--- src/rtl/hazard_ctrl_mc_if.sv ---
// Hazard controller bus: decode/exe/mem hazard inputs and the forwarding,
// stall and flush outputs. The perf counters exist only when HAZ_PERF_EN is
// defined. The controller connects through the slave modport and the
// pipeline through the master modport.
interface hazard_ctrl_mc_if #(
    parameter int REG_AW = 4
);
    logic [REG_AW-1:0] rr1;
    logic [REG_AW-1:0] rr2;
    logic              forget_src2;
    logic [REG_AW-1:0] wr_exe;
    logic [REG_AW-1:0] wr_mem;
    logic              rfile_we_cexe;
    logic              rfile_we_cmem;
    logic              load_cexe;
    logic              load_cmem;
    logic              mc_start_cexe;
    logic              br_taken_cexe;
    logic [1:0]        dr1_src;
    logic [1:0]        dr2_src;
    logic              stall_fe_n;
    logic              stall_exe_n;
    logic              flush_dec;
    logic              flush_exe;
`ifdef HAZ_PERF_EN
    logic [15:0]       ld_stall_cnt;
    logic [15:0]       mc_stall_cnt;
`endif

    modport master (
`ifdef HAZ_PERF_EN
        input  ld_stall_cnt, mc_stall_cnt,
`endif
        output rr1, rr2, forget_src2, wr_exe, wr_mem,
        output rfile_we_cexe, rfile_we_cmem, load_cexe, load_cmem,
        output mc_start_cexe, br_taken_cexe,
        input  dr1_src, dr2_src, stall_fe_n, stall_exe_n, flush_dec, flush_exe
    );

    modport slave (
`ifdef HAZ_PERF_EN
        output ld_stall_cnt, mc_stall_cnt,
`endif
        input  rr1, rr2, forget_src2, wr_exe, wr_mem,
        input  rfile_we_cexe, rfile_we_cmem, load_cexe, load_cmem,
        input  mc_start_cexe, br_taken_cexe,
        output dr1_src, dr2_src, stall_fe_n, stall_exe_n, flush_dec, flush_exe
    );
endinterface

--- src/rtl/hazard_ctrl_mc.sv ---
// Hazard / forwarding controller for the 5-stage pipeline.
//
// Forwarding selects are combinational. A small FSM (IDLE, LD_STALL, MC_BUSY,
// LD_MASK) inserts load-use stalls and holds the pipeline for multi-cycle exe
// ops. Stall and flush outputs are Mealy, so a load-use hazard stalls in the
// cycle it is detected.
//
// Optional feature: define HAZ_PERF_EN to add the saturating
// ld_stall_cnt / mc_stall_cnt front-end stall cycle counters.
module hazard_ctrl_mc #(
    parameter int REG_AW   = 4,
    parameter int LOAD_LAT = 1,
    parameter int MC_LAT   = 4,
    parameter int CNT_W    = 4
) (
    input  logic                 clk,
    input  logic                 rst,
    hazard_ctrl_mc_if.slave      hz
);

    typedef enum logic [1:0] {
        ST_IDLE     = 2'd0,
        ST_LD_STALL = 2'd1,
        ST_MC_BUSY  = 2'd2,
        ST_LD_MASK  = 2'd3
    } state_t;

    localparam logic [CNT_W-1:0] LD_CNT_INIT = CNT_W'(LOAD_LAT - 1);
    localparam logic [CNT_W-1:0] MC_CNT_INIT = CNT_W'(MC_LAT - 2);

    state_t           r_state;
    state_t           w_state_nxt;
    logic [CNT_W-1:0] r_cnt;
    logic [CNT_W-1:0] w_cnt_nxt;

    logic             w_lu;
    logic [1:0]       w_dr1_src;
    logic [1:0]       w_dr2_src;
    logic             w_stall_fe_n;
    logic             w_stall_exe_n;
    logic             w_flush_dec;
    logic             w_flush_exe;

    // Forwarding select for one read port: the youngest producer (exe) wins,
    // a load in mem supplies its load data, otherwise read the register file.
    function automatic logic [1:0] fwd_sel(
        input logic [REG_AW-1:0] rr,
        input logic              no_src,
        input logic [REG_AW-1:0] wr_exe,
        input logic              we_exe,
        input logic [REG_AW-1:0] wr_mem,
        input logic              we_mem,
        input logic              ld_mem
    );
        logic [1:0] sel;
        if (no_src) begin
            sel = 2'b10;
        end else if (we_exe && (rr == wr_exe)) begin
            sel = 2'b01;
        end else if (we_mem && (rr == wr_mem)) begin
            sel = ld_mem ? 2'b11 : 2'b00;
        end else begin
            sel = 2'b10;
        end
        return sel;
    endfunction

    // Load-use hazard: the decode instruction reads the destination of a load in exe.
    always_comb begin
        w_lu = hz.load_cexe &&
               ((hz.rr1 == hz.wr_exe) ||
                (!hz.forget_src2 && (hz.rr2 == hz.wr_exe)));
    end

    // Operand forwarding selects for both decode read ports, valid in every state.
    always_comb begin
        w_dr1_src = fwd_sel(hz.rr1, 1'b0, hz.wr_exe, hz.rfile_we_cexe,
                            hz.wr_mem, hz.rfile_we_cmem, hz.load_cmem);
        w_dr2_src = fwd_sel(hz.rr2, hz.forget_src2, hz.wr_exe, hz.rfile_we_cexe,
                            hz.wr_mem, hz.rfile_we_cmem, hz.load_cmem);
    end

    // State and stall counter register with synchronous reset.
    always_ff @(posedge clk) begin
        if (rst) begin
            r_state <= ST_IDLE;
            r_cnt   <= {CNT_W{1'b0}};
        end else begin
            r_state <= w_state_nxt;
            r_cnt   <= w_cnt_nxt;
        end
    end

    // Next-state logic. In LD_STALL the counter holds the stall cycles still
    // to serve including the current one, so the hazard cycle plus the
    // LD_STALL cycles add up to LOAD_LAT front-end stalls.
    always_comb begin
        w_state_nxt = r_state;
        w_cnt_nxt   = r_cnt;
        case (r_state)
            ST_IDLE, ST_LD_MASK: begin
                if (hz.br_taken_cexe) begin
                    w_state_nxt = ST_IDLE;
                end else if (hz.mc_start_cexe) begin
                    w_state_nxt = ST_MC_BUSY;
                    w_cnt_nxt   = MC_CNT_INIT;
                end else if ((r_state == ST_IDLE) && w_lu) begin
                    if (LOAD_LAT == 1) begin
                        w_state_nxt = ST_LD_MASK;
                        w_cnt_nxt   = {CNT_W{1'b0}};
                    end else begin
                        w_state_nxt = ST_LD_STALL;
                        w_cnt_nxt   = LD_CNT_INIT;
                    end
                end else begin
                    w_state_nxt = ST_IDLE;
                end
            end
            ST_LD_STALL: begin
                if (r_cnt <= CNT_W'(1)) begin
                    w_state_nxt = ST_LD_MASK;
                    w_cnt_nxt   = {CNT_W{1'b0}};
                end else begin
                    w_cnt_nxt   = r_cnt - CNT_W'(1);
                end
            end
            ST_MC_BUSY: begin
                if (r_cnt == {CNT_W{1'b0}}) begin
                    w_state_nxt = ST_IDLE;
                end else begin
                    w_cnt_nxt   = r_cnt - CNT_W'(1);
                end
            end
            default: begin
                w_state_nxt = ST_IDLE;
                w_cnt_nxt   = {CNT_W{1'b0}};
            end
        endcase
    end

    // Stall/flush outputs; forced inactive while reset is asserted.
    always_comb begin
        w_stall_fe_n  = 1'b1;
        w_stall_exe_n = 1'b1;
        w_flush_dec   = 1'b0;
        w_flush_exe   = 1'b0;
        if (!rst) begin
            case (r_state)
                ST_IDLE, ST_LD_MASK: begin
                    if (hz.br_taken_cexe) begin
                        w_flush_dec = 1'b1;
                        w_flush_exe = 1'b1;
                    end else if (hz.mc_start_cexe) begin
                        w_stall_fe_n = 1'b1;
                    end else if ((r_state == ST_IDLE) && w_lu) begin
                        w_stall_fe_n = 1'b0;
                        w_flush_exe  = 1'b1;
                    end else begin
                        w_stall_fe_n = 1'b1;
                    end
                end
                ST_LD_STALL: begin
                    w_stall_fe_n = 1'b0;
                    w_flush_exe  = 1'b1;
                end
                ST_MC_BUSY: begin
                    w_stall_fe_n  = 1'b0;
                    w_stall_exe_n = 1'b0;
                end
                default: begin
                    w_stall_fe_n = 1'b1;
                end
            endcase
        end else begin
            w_stall_fe_n = 1'b1;
        end
    end

    assign hz.dr1_src     = w_dr1_src;
    assign hz.dr2_src     = w_dr2_src;
    assign hz.stall_fe_n  = w_stall_fe_n;
    assign hz.stall_exe_n = w_stall_exe_n;
    assign hz.flush_dec   = w_flush_dec;
    assign hz.flush_exe   = w_flush_exe;

`ifdef HAZ_PERF_EN
    logic        w_ld_stall;
    logic        w_mc_stall;
    logic [15:0] r_ld_stall_cnt;
    logic [15:0] r_mc_stall_cnt;

    // Attribute each front-end stall cycle to its cause.
    always_comb begin
        w_mc_stall = !w_stall_fe_n && (r_state == ST_MC_BUSY);
        w_ld_stall = !w_stall_fe_n && (r_state != ST_MC_BUSY);
    end

    // Saturating stall cycle counters, cleared by reset.
    always_ff @(posedge clk) begin
        if (rst) begin
            r_ld_stall_cnt <= 16'h0000;
            r_mc_stall_cnt <= 16'h0000;
        end else begin
            if (w_ld_stall && (r_ld_stall_cnt != 16'hFFFF)) begin
                r_ld_stall_cnt <= r_ld_stall_cnt + 16'h0001;
            end else begin
                r_ld_stall_cnt <= r_ld_stall_cnt;
            end
            if (w_mc_stall && (r_mc_stall_cnt != 16'hFFFF)) begin
                r_mc_stall_cnt <= r_mc_stall_cnt + 16'h0001;
            end else begin
                r_mc_stall_cnt <= r_mc_stall_cnt;
            end
        end
    end

    assign hz.ld_stall_cnt = r_ld_stall_cnt;
    assign hz.mc_stall_cnt = r_mc_stall_cnt;
`endif

endmodule

--- src/flat_wrapper.sv ---
// flat-port wrapper written by rule: the top's interface ports become plain ports
module hazard_ctrl_mc_flat 
#(
    parameter int REG_AW   = 4,
    parameter int LOAD_LAT = 1,
    parameter int MC_LAT   = 4,
    parameter int CNT_W    = 4
)
  (clk, rst, hz_rr1, hz_rr2, hz_forget_src2, hz_wr_exe, hz_wr_mem, hz_rfile_we_cexe, hz_rfile_we_cmem, hz_load_cexe, hz_load_cmem, hz_mc_start_cexe, hz_br_taken_cexe, hz_dr1_src, hz_dr2_src, hz_stall_fe_n, hz_stall_exe_n, hz_flush_dec, hz_flush_exe);
  hazard_ctrl_mc_if #(.REG_AW(REG_AW)) hz_i ();
  input  logic clk;
  input  logic rst;
  input wire logic [$bits(hz_i.rr1)-1:0] hz_rr1;
  input wire logic [$bits(hz_i.rr2)-1:0] hz_rr2;
  input wire logic [$bits(hz_i.forget_src2)-1:0] hz_forget_src2;
  input wire logic [$bits(hz_i.wr_exe)-1:0] hz_wr_exe;
  input wire logic [$bits(hz_i.wr_mem)-1:0] hz_wr_mem;
  input wire logic [$bits(hz_i.rfile_we_cexe)-1:0] hz_rfile_we_cexe;
  input wire logic [$bits(hz_i.rfile_we_cmem)-1:0] hz_rfile_we_cmem;
  input wire logic [$bits(hz_i.load_cexe)-1:0] hz_load_cexe;
  input wire logic [$bits(hz_i.load_cmem)-1:0] hz_load_cmem;
  input wire logic [$bits(hz_i.mc_start_cexe)-1:0] hz_mc_start_cexe;
  input wire logic [$bits(hz_i.br_taken_cexe)-1:0] hz_br_taken_cexe;
  output wire logic [$bits(hz_i.dr1_src)-1:0] hz_dr1_src;
  output wire logic [$bits(hz_i.dr2_src)-1:0] hz_dr2_src;
  output wire logic [$bits(hz_i.stall_fe_n)-1:0] hz_stall_fe_n;
  output wire logic [$bits(hz_i.stall_exe_n)-1:0] hz_stall_exe_n;
  output wire logic [$bits(hz_i.flush_dec)-1:0] hz_flush_dec;
  output wire logic [$bits(hz_i.flush_exe)-1:0] hz_flush_exe;
  assign hz_i.rr1 = hz_rr1;
  assign hz_i.rr2 = hz_rr2;
  assign hz_i.forget_src2 = hz_forget_src2;
  assign hz_i.wr_exe = hz_wr_exe;
  assign hz_i.wr_mem = hz_wr_mem;
  assign hz_i.rfile_we_cexe = hz_rfile_we_cexe;
  assign hz_i.rfile_we_cmem = hz_rfile_we_cmem;
  assign hz_i.load_cexe = hz_load_cexe;
  assign hz_i.load_cmem = hz_load_cmem;
  assign hz_i.mc_start_cexe = hz_mc_start_cexe;
  assign hz_i.br_taken_cexe = hz_br_taken_cexe;
  assign hz_dr1_src = hz_i.dr1_src;
  assign hz_dr2_src = hz_i.dr2_src;
  assign hz_stall_fe_n = hz_i.stall_fe_n;
  assign hz_stall_exe_n = hz_i.stall_exe_n;
  assign hz_flush_dec = hz_i.flush_dec;
  assign hz_flush_exe = hz_i.flush_exe;
  hazard_ctrl_mc #(.REG_AW(REG_AW), .LOAD_LAT(LOAD_LAT), .MC_LAT(MC_LAT), .CNT_W(CNT_W)) u_core (.clk(clk), .rst(rst), .hz(hz_i));
endmodule
--- config.mk ---
export PLATFORM = sky130hd
export DESIGN_NAME = hazard_ctrl_mc_flat
export DESIGN_NICKNAME = d
export VERILOG_FILES = /design/src/rtl/hazard_ctrl_mc_if.sv /design/src/rtl/hazard_ctrl_mc.sv /design/src/flat_wrapper.sv
export SDC_FILE = /design/constraint.sdc
export NUM_CORES = 1
export LEC_CHECK = 0
export ABC_AREA = 1
export BUFFER_PORTS_ARGS = -buffer_cell sky130_fd_sc_hd__buf_4
export CORE_AREA = 2 2 43 45
export CTS_CLUSTER_DIAMETER = 60
export DETAILED_ROUTE_END_ITERATION = 16
export DIE_AREA = 0 0 45 47
export GPL_ROUTABILITY_DRIVEN = 0
export PLACE_DENSITY = 0.89
export SYNTH_ARGS = -nofsm -noshare
export SYNTH_HDL_FRONTEND = slang
export SYNTH_SLANG_ARGS = --single-unit
--- constraint.sdc ---
create_clock -name clk -period 3 [get_ports clk]
set_input_delay 0.6 -clock clk [delete_from_list [all_inputs] [get_ports clk]]
set_output_delay 0.6 -clock clk [all_outputs]
set_load 0.1 [all_outputs]
==> results.cfg <==
[status]
outcome = complete, no violations

[finish]
multiInputGateArea_sq_um = 559
drive_gt1_share_pct = 22.9
seq_area_sq_um = 120
fin_cells = 187
final_nets = 203
num-fill-cells = 144
antenna_cells = 0
fin_util_pct = 64.7
area_growth_pct = 38.0

[floorplan]
io_pins = 33
start_util_pct = 46.9
num_rows = 15
core_sq_um = 1650
die_area_sq_um = 2120
die_w_um = 45
die_h_um = 47

[clock_tree]
cts_buffers = 3
clock_latency_ps = 260
cts_root_buffer = clkbuf_4
clockBufferDepth = 2
cts_hold_buffers = 0
post_cts_buffers = 0
htreeDepth = 1
clkTransAtPathRegs_ps = 50
cts_tree = yes
post_cts_resized = 0
clkSinkCount = 6

[worst_setup_path]
endpoint_kind = output pin
path_class = in -> out
cp_data_arrival_time_ps = 1890
start_kind = input port
rrSetupSlack_ps = 1220
crit_fanout = 2
cp.required_ps = 2400

[sta]
maxSlewViolCount = 0
worst_slew_pin_slew_ps = 341
finalSetupViolCount = 0
tns_ps = 0
hold_violations = 0
rsz0062_at_grt = no
fin_skew_ps = 6.17
slew_headroom_pct = 77.0
post-route-period-util_pct = 83.0
max_clock_freq_mhz = 401
fin_crit_ps = 2490

[logic_synthesis]
synth.area.top_cells = nand2_1 18%, dfxtp_1 16%, inv_1 14%
ys_warn_count = 0
synth-seq-cells = 6
synth_top_cell_by_area = nand2_1
syn_nets = 166
yosys.cell_types.count = 23
ys_seq_area_share_pct = 15.5
netlist.area_leader.share_pct = 17.9
avgSynthCellArea_sq_um = 5.74
syn_area_sq_um = 774
syn_inst = 135

[power]
switching_share_pct = 52.6
pwr-share-clk_pct = 14.7
leakagePower_nw = 0.603
p_switching_mw = 0.284
combPwrFrac_pct = 64.9
p_seq_share_pct = 20.4
intPower_mw = 0.257
power.density_nw_per_um2 = 506
vdd_drop_max_uv = 378
finalPower_mw = 0.541

[global_routing]
grt_pass1_wl_um = 3240
antenna_found_initial = 0
gr-usage-all-layers_pct = 21.1
grt_start_max_net_pins = 7
overflow = 0
grt_pass1_vias = 842

[routing]
viasPerCell = 4.98
wirelength_um = 2030
wl_per_cell_um = 10.9
drt_first_iter_violations = 48
drt-pass1-iter-count = 5
drc = 0
antenna_left = 0
vias = 931

[place]
place_hpwl_um = 1700
place.port_buffers = 32
dpl.cell_count = 184

[worst_hold_path]
hp-class = reg -> reg

[flow_run]
cap_viol_max_count = 0
final timing paths:
check,from,endpoint,cells past startpoint
worst max register to register,u_core.r_cnt[0]$_SDFFE_PP0P_,u_core.r_cnt[3]$_SDFFE_PP0P_,11
worst max-delay path,hz_rr1[1],hz_flush_exe,9
worst min register to register,u_core.r_state[1]$_SDFFE_PP0P_,u_core.r_state[1]$_SDFFE_PP0P_,2
worst min-delay path,u_core.r_state[1]$_SDFFE_PP0P_,u_core.r_state[1]$_SDFFE_PP0P_,2
cell families (layout without fill, tap and decap cells):
logic type | Yosys count | in the layout | synth area share [%]
AOI/OAI and AO/OA | 18 | 18 | 13.6
adders and majority gates | 6 | 6 | 9.69
buffers and inverters | 28 | 63 | 13.6
DFF | 6 | 6 | 15.5
and+or+nand+nor | 67 | 67 | 36.3
xor gates and xnor gates | 10 | 10 | 11.3
power groups by stage:
stage               clock network, mW  registers, mW  logic (mW)
floorplan                           0          0.108       0.262
global placement                    0          0.110       0.334
detailed placement                  0          0.112       0.347
CTS                            0.0805          0.110       0.349
global route                   0.0882          0.112       0.387
finish                         0.0796          0.110       0.351
per-layer routing:
metal / vias up / GRT usage (%) / routed length (um) / part of all wire [%]
met1: 415 / 23.9 / 847 / 42
met4: 0 / 5.88 / 6 / 0.29
met5: - / 0 / 0 / 0
li1: 493 / - / - / -
met3: 2 / 7.31 / 86 / 4.2
met2: 21 / 37.7 / 1090 / 54
flip-flops by register name, indices dropped and copies added, names as in the netlist:
name and count:
u_core.r_cnt 4, u_core.r_state 2
worst max-delay path, cell delays in order:
cell and delay [ps]:
buf_4 120, xor2_1 150, nor2_1 160, nand2_1 70, nand2_1 60, nand2_1 50, or2_1 230, a31oi_2 130
buf_4 310
Yosys cell counts (all sizes together):
cell / count
o211ai: 1
xnor2: 1
o22ai: 1
a31oi: 1
a211oi: 1
nor2: 16
dfxtp: 6
nand2: 37
inv: 28
ha: 6
or2: 1
a22oi: 1
nor4: 1
xor2: 9
nand3: 9
o21bai: 1
o21ai: 5
nor3: 1
nand4: 2
o21a: 1
a21oi: 6
layout by cell type, fill, tap and decap left out:
master	count
a22oi_1	1
nor3_1	1
nor4_1	1
o21a_1	1
nand3_1	8
inv_1	28
or2_1	1
clkbuf_4	3
ha_1	6
a21oi_1	5
xnor2_1	1
nor2_2	1
o22ai_1	1
a31oi_2	1
nor2_1	15
buf_4	32
xor2_1	9
o211ai_1	1
nand4_1	2
nand2_1	37
a21oi_2	1
o21bai_1	1
a211oi_1	1
o21ai_0	5
nand3_2	1
dfxtp_1	6
layout make-up:
cell class | instances | share of cell area (%)
inverters | 28 | 9.84
multi-input cells | 101 | 52.3
well taps | 17 | 1.99
clock buffers | 3 | 2.11
flip-flops and latches | 6 | 11.2
repair buffers | 32 | 22.5
stage by stage:
stage | setup slack, ps | hold slack, ps | cell area, sq um
after floorplan | 191 | 455 | 785
after global placement | 532 | 479 | 1050
after detailed placement | 505 | 486 | 1050
after CTS | 504 | 494 | 1070
after global routing | 411 | 509 | 1070
final | 509 | 490 | 1070
Power figures use the tool's default switching activity.
